==> config.mk <==
export PLATFORM = sky130hd
export DESIGN_NAME = param_register_file_flat
export DESIGN_NICKNAME = d
export VERILOG_FILES = /design/src/rtl/param_register_file_if.sv /design/src/rtl/param_register_file.sv /design/src/flat_wrapper.sv
export SDC_FILE = /design/constraint.sdc
export NUM_CORES = 1
export LEC_CHECK = 0
export ABC_AREA = 1
export CELL_PAD_IN_SITES_DETAIL_PLACEMENT = 1
export CELL_PAD_IN_SITES_GLOBAL_PLACEMENT = 1
export CORE_ASPECT_RATIO = 1.25
export CORE_MARGIN = 5
export CORE_UTILIZATION = 44
export DETAILED_ROUTE_END_ITERATION = 10
export GPL_TIMING_DRIVEN = 0
export PLACE_DENSITY = 0.93
export SYNTH_ARGS = -nofsm -noshare
export SYNTH_HDL_FRONTEND = slang
export SYNTH_SLANG_ARGS = --single-unit
==> constraint.sdc <==
create_clock -name clk -period 1.95 [get_ports clk]
set_clock_uncertainty 0.15 [all_clocks]
set_input_delay 0.585 -clock clk [delete_from_list [all_inputs] [get_ports clk]]
set_output_delay 0.585 -clock clk [all_outputs]
set_load 0.01 [all_outputs]
==> src/rtl/param_register_file_if.sv <==
// rtl/param_register_file_if.sv - write, dual read and bulk-clear bus for param_register_file
interface param_register_file_if #(
  parameter int DATA_W = 32,
  parameter int ADDR_W = 3
);
  logic              we;
  logic [ADDR_W-1:0] wAddr;
  logic [DATA_W-1:0] wData;
  logic              rEnA;
  logic [ADDR_W-1:0] rAddrA;
  logic [DATA_W-1:0] rDataA;
  logic              rValidA;
  logic              rEnB;
  logic [ADDR_W-1:0] rAddrB;
  logic [DATA_W-1:0] rDataB;
  logic              rValidB;
  logic              clr;
  logic              busy;

  modport master (
    output we, wAddr, wData, rEnA, rAddrA, rEnB, rAddrB, clr,
    input  rDataA, rValidA, rDataB, rValidB, busy
  );

  modport slave (
    input  we, wAddr, wData, rEnA, rAddrA, rEnB, rAddrB, clr,
    output rDataA, rValidA, rDataB, rValidB, busy
  );
endinterface

==> src/rtl/param_register_file.sv <==
// rtl/param_register_file.sv - parametrised 2-read register file with bypass and bulk clear
// Optional: PARAM_REGFILE_ZERO_REG_EN hardwires entry 0 to zero.
module param_register_file #(
  parameter int DATA_W = 32,
  parameter int ADDR_W = 3
) (
  input  logic                 clk,
  input  logic                 reset_n,
  param_register_file_if.slave bus
);
  localparam int DEPTH = 1 << ADDR_W;

  typedef enum logic {IDLE, CLEAR} state_t;

  state_t            state, state_nxt;
  logic [ADDR_W-1:0] cnt, cnt_nxt;
  logic [DATA_W-1:0] mem [DEPTH];
  logic [DATA_W-1:0] nxt_a, nxt_b;
  logic              busy, we_eff, wr_ok;

  assign busy     = (state == CLEAR);
  assign bus.busy = busy;
  assign we_eff   = bus.we & ~busy;

`ifdef PARAM_REGFILE_ZERO_REG_EN
  assign wr_ok = we_eff & (bus.wAddr != '0);
`else
  assign wr_ok = we_eff;
`endif

  always_ff @(posedge clk or negedge reset_n) begin
    if (!reset_n) begin
      state <= IDLE;
      cnt   <= '0;
    end else begin
      state <= state_nxt;
      cnt   <= cnt_nxt;
    end
  end

  always_comb begin
    state_nxt = state;
    cnt_nxt   = cnt;
    case (state)
      IDLE: begin
        if (bus.clr) begin
          state_nxt = CLEAR;
          cnt_nxt   = '0;
        end
      end
      CLEAR: begin
        cnt_nxt = cnt + 1'b1;
        if (cnt == ADDR_W'(DEPTH - 1)) state_nxt = IDLE;
      end
      default: state_nxt = IDLE;
    endcase
  end

  // Writes are gated by busy, so the clear and a write never target storage together.
  always_ff @(posedge clk or negedge reset_n) begin
    if (!reset_n) begin
      for (int i = 0; i < DEPTH; i++) mem[i] <= '0;
    end else if (busy) begin
      mem[cnt] <= '0;
    end else if (wr_ok) begin
      mem[bus.wAddr] <= bus.wData;
    end
  end

  // Clear-bypass overrides write-bypass; entry 0 needs no override since wr_ok already excludes it.
  always_comb begin
    nxt_a = mem[bus.rAddrA];
    if (wr_ok && bus.wAddr == bus.rAddrA) nxt_a = bus.wData;
    if (busy && bus.rAddrA == cnt) nxt_a = '0;
  end

  always_comb begin
    nxt_b = mem[bus.rAddrB];
    if (wr_ok && bus.wAddr == bus.rAddrB) nxt_b = bus.wData;
    if (busy && bus.rAddrB == cnt) nxt_b = '0;
  end

  always_ff @(posedge clk or negedge reset_n) begin
    if (!reset_n) begin
      bus.rDataA  <= '0;
      bus.rValidA <= 1'b0;
      bus.rDataB  <= '0;
      bus.rValidB <= 1'b0;
    end else begin
      bus.rValidA <= bus.rEnA;
      bus.rValidB <= bus.rEnB;
      if (bus.rEnA) bus.rDataA <= nxt_a;
      if (bus.rEnB) bus.rDataB <= nxt_b;
    end
  end
endmodule

==> src/flat_wrapper.sv <==
// flat-port wrapper written by rule: the top's interface ports become plain ports
module param_register_file_flat 
#(
  parameter int DATA_W = 32,
  parameter int ADDR_W = 3
)
  (clk, reset_n, bus_we, bus_wAddr, bus_wData, bus_rEnA, bus_rAddrA, bus_rEnB, bus_rAddrB, bus_clr, bus_rDataA, bus_rValidA, bus_rDataB, bus_rValidB, bus_busy);
  param_register_file_if #(.DATA_W(DATA_W), .ADDR_W(ADDR_W)) bus_i ();
  input  logic clk;
  input  logic reset_n;
  input wire logic [$bits(bus_i.we)-1:0] bus_we;
  input wire logic [$bits(bus_i.wAddr)-1:0] bus_wAddr;
  input wire logic [$bits(bus_i.wData)-1:0] bus_wData;
  input wire logic [$bits(bus_i.rEnA)-1:0] bus_rEnA;
  input wire logic [$bits(bus_i.rAddrA)-1:0] bus_rAddrA;
  input wire logic [$bits(bus_i.rEnB)-1:0] bus_rEnB;
  input wire logic [$bits(bus_i.rAddrB)-1:0] bus_rAddrB;
  input wire logic [$bits(bus_i.clr)-1:0] bus_clr;
  output wire logic [$bits(bus_i.rDataA)-1:0] bus_rDataA;
  output wire logic [$bits(bus_i.rValidA)-1:0] bus_rValidA;
  output wire logic [$bits(bus_i.rDataB)-1:0] bus_rDataB;
  output wire logic [$bits(bus_i.rValidB)-1:0] bus_rValidB;
  output wire logic [$bits(bus_i.busy)-1:0] bus_busy;
  assign bus_i.we = bus_we;
  assign bus_i.wAddr = bus_wAddr;
  assign bus_i.wData = bus_wData;
  assign bus_i.rEnA = bus_rEnA;
  assign bus_i.rAddrA = bus_rAddrA;
  assign bus_i.rEnB = bus_rEnB;
  assign bus_i.rAddrB = bus_rAddrB;
  assign bus_i.clr = bus_clr;
  assign bus_rDataA = bus_i.rDataA;
  assign bus_rValidA = bus_i.rValidA;
  assign bus_rDataB = bus_i.rDataB;
  assign bus_rValidB = bus_i.rValidB;
  assign bus_busy = bus_i.busy;
  param_register_file #(.DATA_W(DATA_W), .ADDR_W(ADDR_W)) u_core (.clk(clk), .reset_n(reset_n), .bus(bus_i));
endmodule
* After elaboration in Yosys (flattened, before gate mapping)
Index checks and enable logic that the tools add are counted.
Widths: inputs -> output; s select.
** Cells by class
- Add/subtract/negate cells :: 1
- $lt $le $gt $ge :: 6
- Eq/ne operators :: 6
- Mux-type cells :: 22
- Bitwise logic cells :: 8
- Reductions and logical operators :: 7
** Operators with widths (count)
- $mux 256 :: 2
- $mux 32 :: 10
- $and 256x256->256 :: 1
- $bwmux 256 :: 1
- $not 256->256 :: 1
- $bmux 32 s3 :: 2
- $demux 32 s3 :: 2
- $ge 4x4->1 const B :: 4
- $not 3->4 :: 4
- $eq 3x3->1 :: 4
- $lt 4x1->1 const B :: 2
- $logic_and 1x1->1 :: 6
- $pmux 3 s2 :: 1
- $add 3x1->3 const B :: 1
- $eq 3x3->1 const B :: 1
- $mux 3 :: 1
- $mux 1 :: 2
- $ne 2x2->1 const B :: 1
- $pmux 1 s2 :: 1
- $reduce_bool 2->1 :: 1
- $and 1x1->1 :: 1
- $not 1->1 :: 1
** Storage, ports and cells
- Flip-flop bits (word level) :: 326
- Input bits :: 47
- Output and inout port bits :: 67
- Word-level logic and storage cells :: 64

* Longest topological paths before layout
- Depth in word-level cells :: 8
- Mapped depth :: 11
- Gate-level depth less buffers :: 9

* Least setup slack after synthesis
No wires, ideal clock.
- Path type :: input to register
- Start point :: input bus_wAddr[0]
- End point :: register u_core.mem[35] in the netlist's numbering
- Setup time :: 0.129 ns
- Arrival :: 1.556 ns
- Data required time :: 1.671 ns
- Slack :: 0.115 ns
- Stages :: 6
- Path buffers :: 2
- Cell sequence :: buf_2 nor3_4 nand2_4 o21ai_4 buf_6 o22ai_1
** On the way
- Word-level cells in the longest chain between the ends :: 8
- Elaborated cells on any way between the ends :: 9
- Classes of those cells :: order compare: 2; mux: 5; bitwise: 1; reduce/logical: 1
** Ends and longest elaborated chain
- start, declared :: RTL line flat_wrapper.sv:12 : input wire logic [$bits(bus_i.wAddr)-1:0] bus_wAddr;
- $not 3->4 (not written as such) * :: RTL line param_register_file.sv:66 : mem[bus.wAddr] <= bus.wData;
- $ge 4x4->1 (not written as such) / $lt 4x1->1 (equally long branches) :: RTL line param_register_file.sv:66
- $logic_and 1x1->1 (not written as such) :: RTL line param_register_file.sv:66
- $mux 32 (not written as such) :: RTL line param_register_file.sv:66
- $demux 32 s3 * :: RTL line param_register_file.sv:66
- $bwmux 256 * :: RTL line param_register_file.sv:66
- $mux 256 * :: RTL line param_register_file.sv:65 : end else if (wr_ok) begin
- $mux 256 * :: RTL line param_register_file.sv:63 : end else if (busy) begin
- end signal, assigned by index :: RTL line param_register_file.sv:66
- end, declared :: RTL line param_register_file.sv:17 : logic [DATA_W-1:0] mem [DEPTH];
Every way passes the cells marked *; elsewhere a longest branch is shown, timed or not. The select of a mux whose other input is x is not followed.
A chain may end at the register's enable or synchronous reset.

* Final worst setup path
- Start point :: register u_core.state, in the netlist u_core.bus.busy
- End point :: output bus_busy
** RTL lines
- start, declared :: RTL line param_register_file.sv:15 : state_t state, state_nxt;
- start signal, assigned :: RTL line param_register_file.sv:36 : state <= state_nxt;
- end, declared :: RTL line flat_wrapper.sv:23 : output wire logic [$bits(bus_i.busy)-1:0] bus_busy;
No word-level cell between the ends.

==> metrics.txt <==
crit path kind register to primary output; Starting Density 0.4442; post-placement cell count approximately 3000; clock sinks between 300 and 400; ys flop type dfrtp_1; Residual DRC 0; max-slew violations 0; Post-Syn Area per Cell 7.249 sq um; Tot GR Track Use 0.3510; Hold Crit Class register to register; Placeable Area between 40000 and 50000 sq um; clk buf depth 3; Post-Syn Instances approximately 2500; mapped cell area about 18000 sq um; critical path capture point type primary output; EDFF count, synth 0; number of detailed-route iterations in the first pass 6; Die X approximately 190 um; via count approximately 20000; RSZ-0062 raised after global routing yes; register area share after synthesis 0.4590; Routed Antenna Nets 0; final hold vios 0; most instantiated library cell after synthesis nand2_1; post-DR vias/cell roughly 6.3; routed len/inst approximately 26 um; top cells by count, synth 751 x nand2_1, 643 x nand3_1, 326 x dfrtp_1; CP max FO 2; DR iter-0 viols ~2400; GP Congestion about 0.93; Worst slew margin 0.4828; Worst Path Arrival approximately 1.2 ns; top-area cell type share of the netlist area 0.4590; Distinct cells, synth 22; post-synthesis net count 2501; status complete, no violations; post-layout min period between 1.5 and 2 ns; Yosys top cell by area dfrtp_1; fmax approximately 0.52 GHz; critical path launch point type register; clock root buffer clkbuf_16; Warnings, synthesis 0; largest net degree at the start of global routing about 120; Leak Pwr approximately 10 nW; share of layout cells above drive strength 1 0.1056; fin util 0.5284; H-tree depth 2; final hold slack between 0.3 and 0.4 ns; P&R area growth vs syn 18.94%; Power Dens Cells ~1200 nW/um^2; TritonCTS clock tree built; remaining global-route overflow 0; input/output buffers 108; Synth Register Bits about 330; Row Count 82; Final period util 0.9925; Critical Path RT around 1.2 ns; non-filler cells, final 3138; Peak VDD IR 756.7 uV; Worst-Skew Late Latency 0.56 ns; antenna violations before repair 1; Async S/R FF share, synth 1.000; Setup violations, final 0; Ports about 110; Final Instance Area between 20000 and 25000 sq um; DRT Wirelength around 80000 um; chip height 234.7 um; Layout Nets approximately 2700; number of global-route vias before repair roughly 21000; first-pass GRT wire length 121900 um; placed inst area 19570 sq um; worst slew pin tran between 0.7 and 0.8 ns; Fin Setup TNS 0 ns; Clock transition at path regs 0.06 ns; die area 44540 sq um; CTS Buf Count 37; synth top area cells dfrtp_1 46%, nand3_1 18%, nand2_1 16%; Max-cap violations 0; dpl hpwl between 50000 and 60000 um
==> kinds of logic after synthesis <==
group                      share of synthesized area
and+or+nand+nor                               0.3754
DFF                                           0.4590
buffers and inverters                        0.08306
AOI/OAI and AO/OA                            0.08116
adders and majority gates                   0.001408
==> path summary, 6_finish.rpt <==
check | depth (start not counted) | slack, ns | to | start
max | 2 | 0.01 | bus_busy | u_core.bus.busy
min | 2 | 0.33 | u_core.bus.rDataB[28] | u_core.bus.rDataB[28]
max reg2reg | 10 | 0.04 | u_core.bus.rDataA[14] | u_core.bus.busy
min reg2reg | 2 | 0.33 | u_core.bus.rDataB[28] | u_core.bus.rDataB[28]
max in group asynchronous | 3 | 0.18 | u_core.mem[94] | reset_n
min in group asynchronous | 2 | 0.41 | u_core.bus.rDataA[6] | reset_n
==> registers in the layout, indices dropped and copies added, names as in the netlist <==
register and flops:
u_core.mem 256, u_core.bus.rDataA 32, u_core.bus.rDataB 32, u_core.cnt 3
u_core.bus.busy 1, u_core.bus.rValidA 1, u_core.bus.rValidB 1
==> critical path, stage by stage, from the launching register on <==
cell	delay, ns
dfrtp_1	0.40
buf_6	0.14
buf_6	0.11
==> metrics by stage <==
stage / total power (W) / setup WS, ns
after floorplan: 0.01392 / 0.1148
after global placement: 0.01669 / -14.37
after detailed placement: 0.01720 / -1.118
after CTS: 0.02447 / 0.001554
after global routing: 0.02582 / -0.06461
final: 0.02476 / 0.01463
==> cell type report <==
type | count | area, sq um
Tap cell | 504 | 630.6
Clock inverter | 13 | 177.7
Antenna cell | 1 | 2.502
Timing Repair Buffer | 121 | 1252
Sequential cell | 326 | 8160
Clock buffer | 47 | 1026
Multi-Input combinational cell | 1814 | 8217
Fill cell | 5036 | 18870
Buffer | 192 | 1225
Inverter | 120 | 450.4
==> where the power goes <==
group,total [W],internal [W],leakage [nW],switching (W)
clock network,0.00730,0.00424,0.588,0.00306
registers,0.00988,0.00845,4.45,0.00143
logic,0.00758,0.00270,4.92,0.00488
==> per-layer routing <==
metal | part of all wire | global-route usage
met1 | 0.37 | 0.4222
met2 | 0.47 | 0.5731
met3 | 0.085 | 0.07170
met4 | 0.070 | 0.2230
met5 | 0.00015 | 0
==> cell usage in the layout (no fill, tap or decap), drive strengths merged, types with 63 or more instances in the layout <==
master           n
clkbuf          91
nand3          643
inv            122
buf            164
clkdlybuf4s15   63
dfrtp          326
nand2          758
o21ai          198
o22ai           64
nor2           146
==> timing repair <==
item / 4_1_cts / 5_1_grt
buffers inserted: 5 / 3
hold buffers: 1 / 0
pin swaps: 2 / 1
gates resized for setup: 228 / 45
cloned: 0 / 1
endpoints found under the setup margin: 361 / 262
hold endpoints to repair: 47 / 0
No activity file was read; power rests on OpenSTA's default activity.
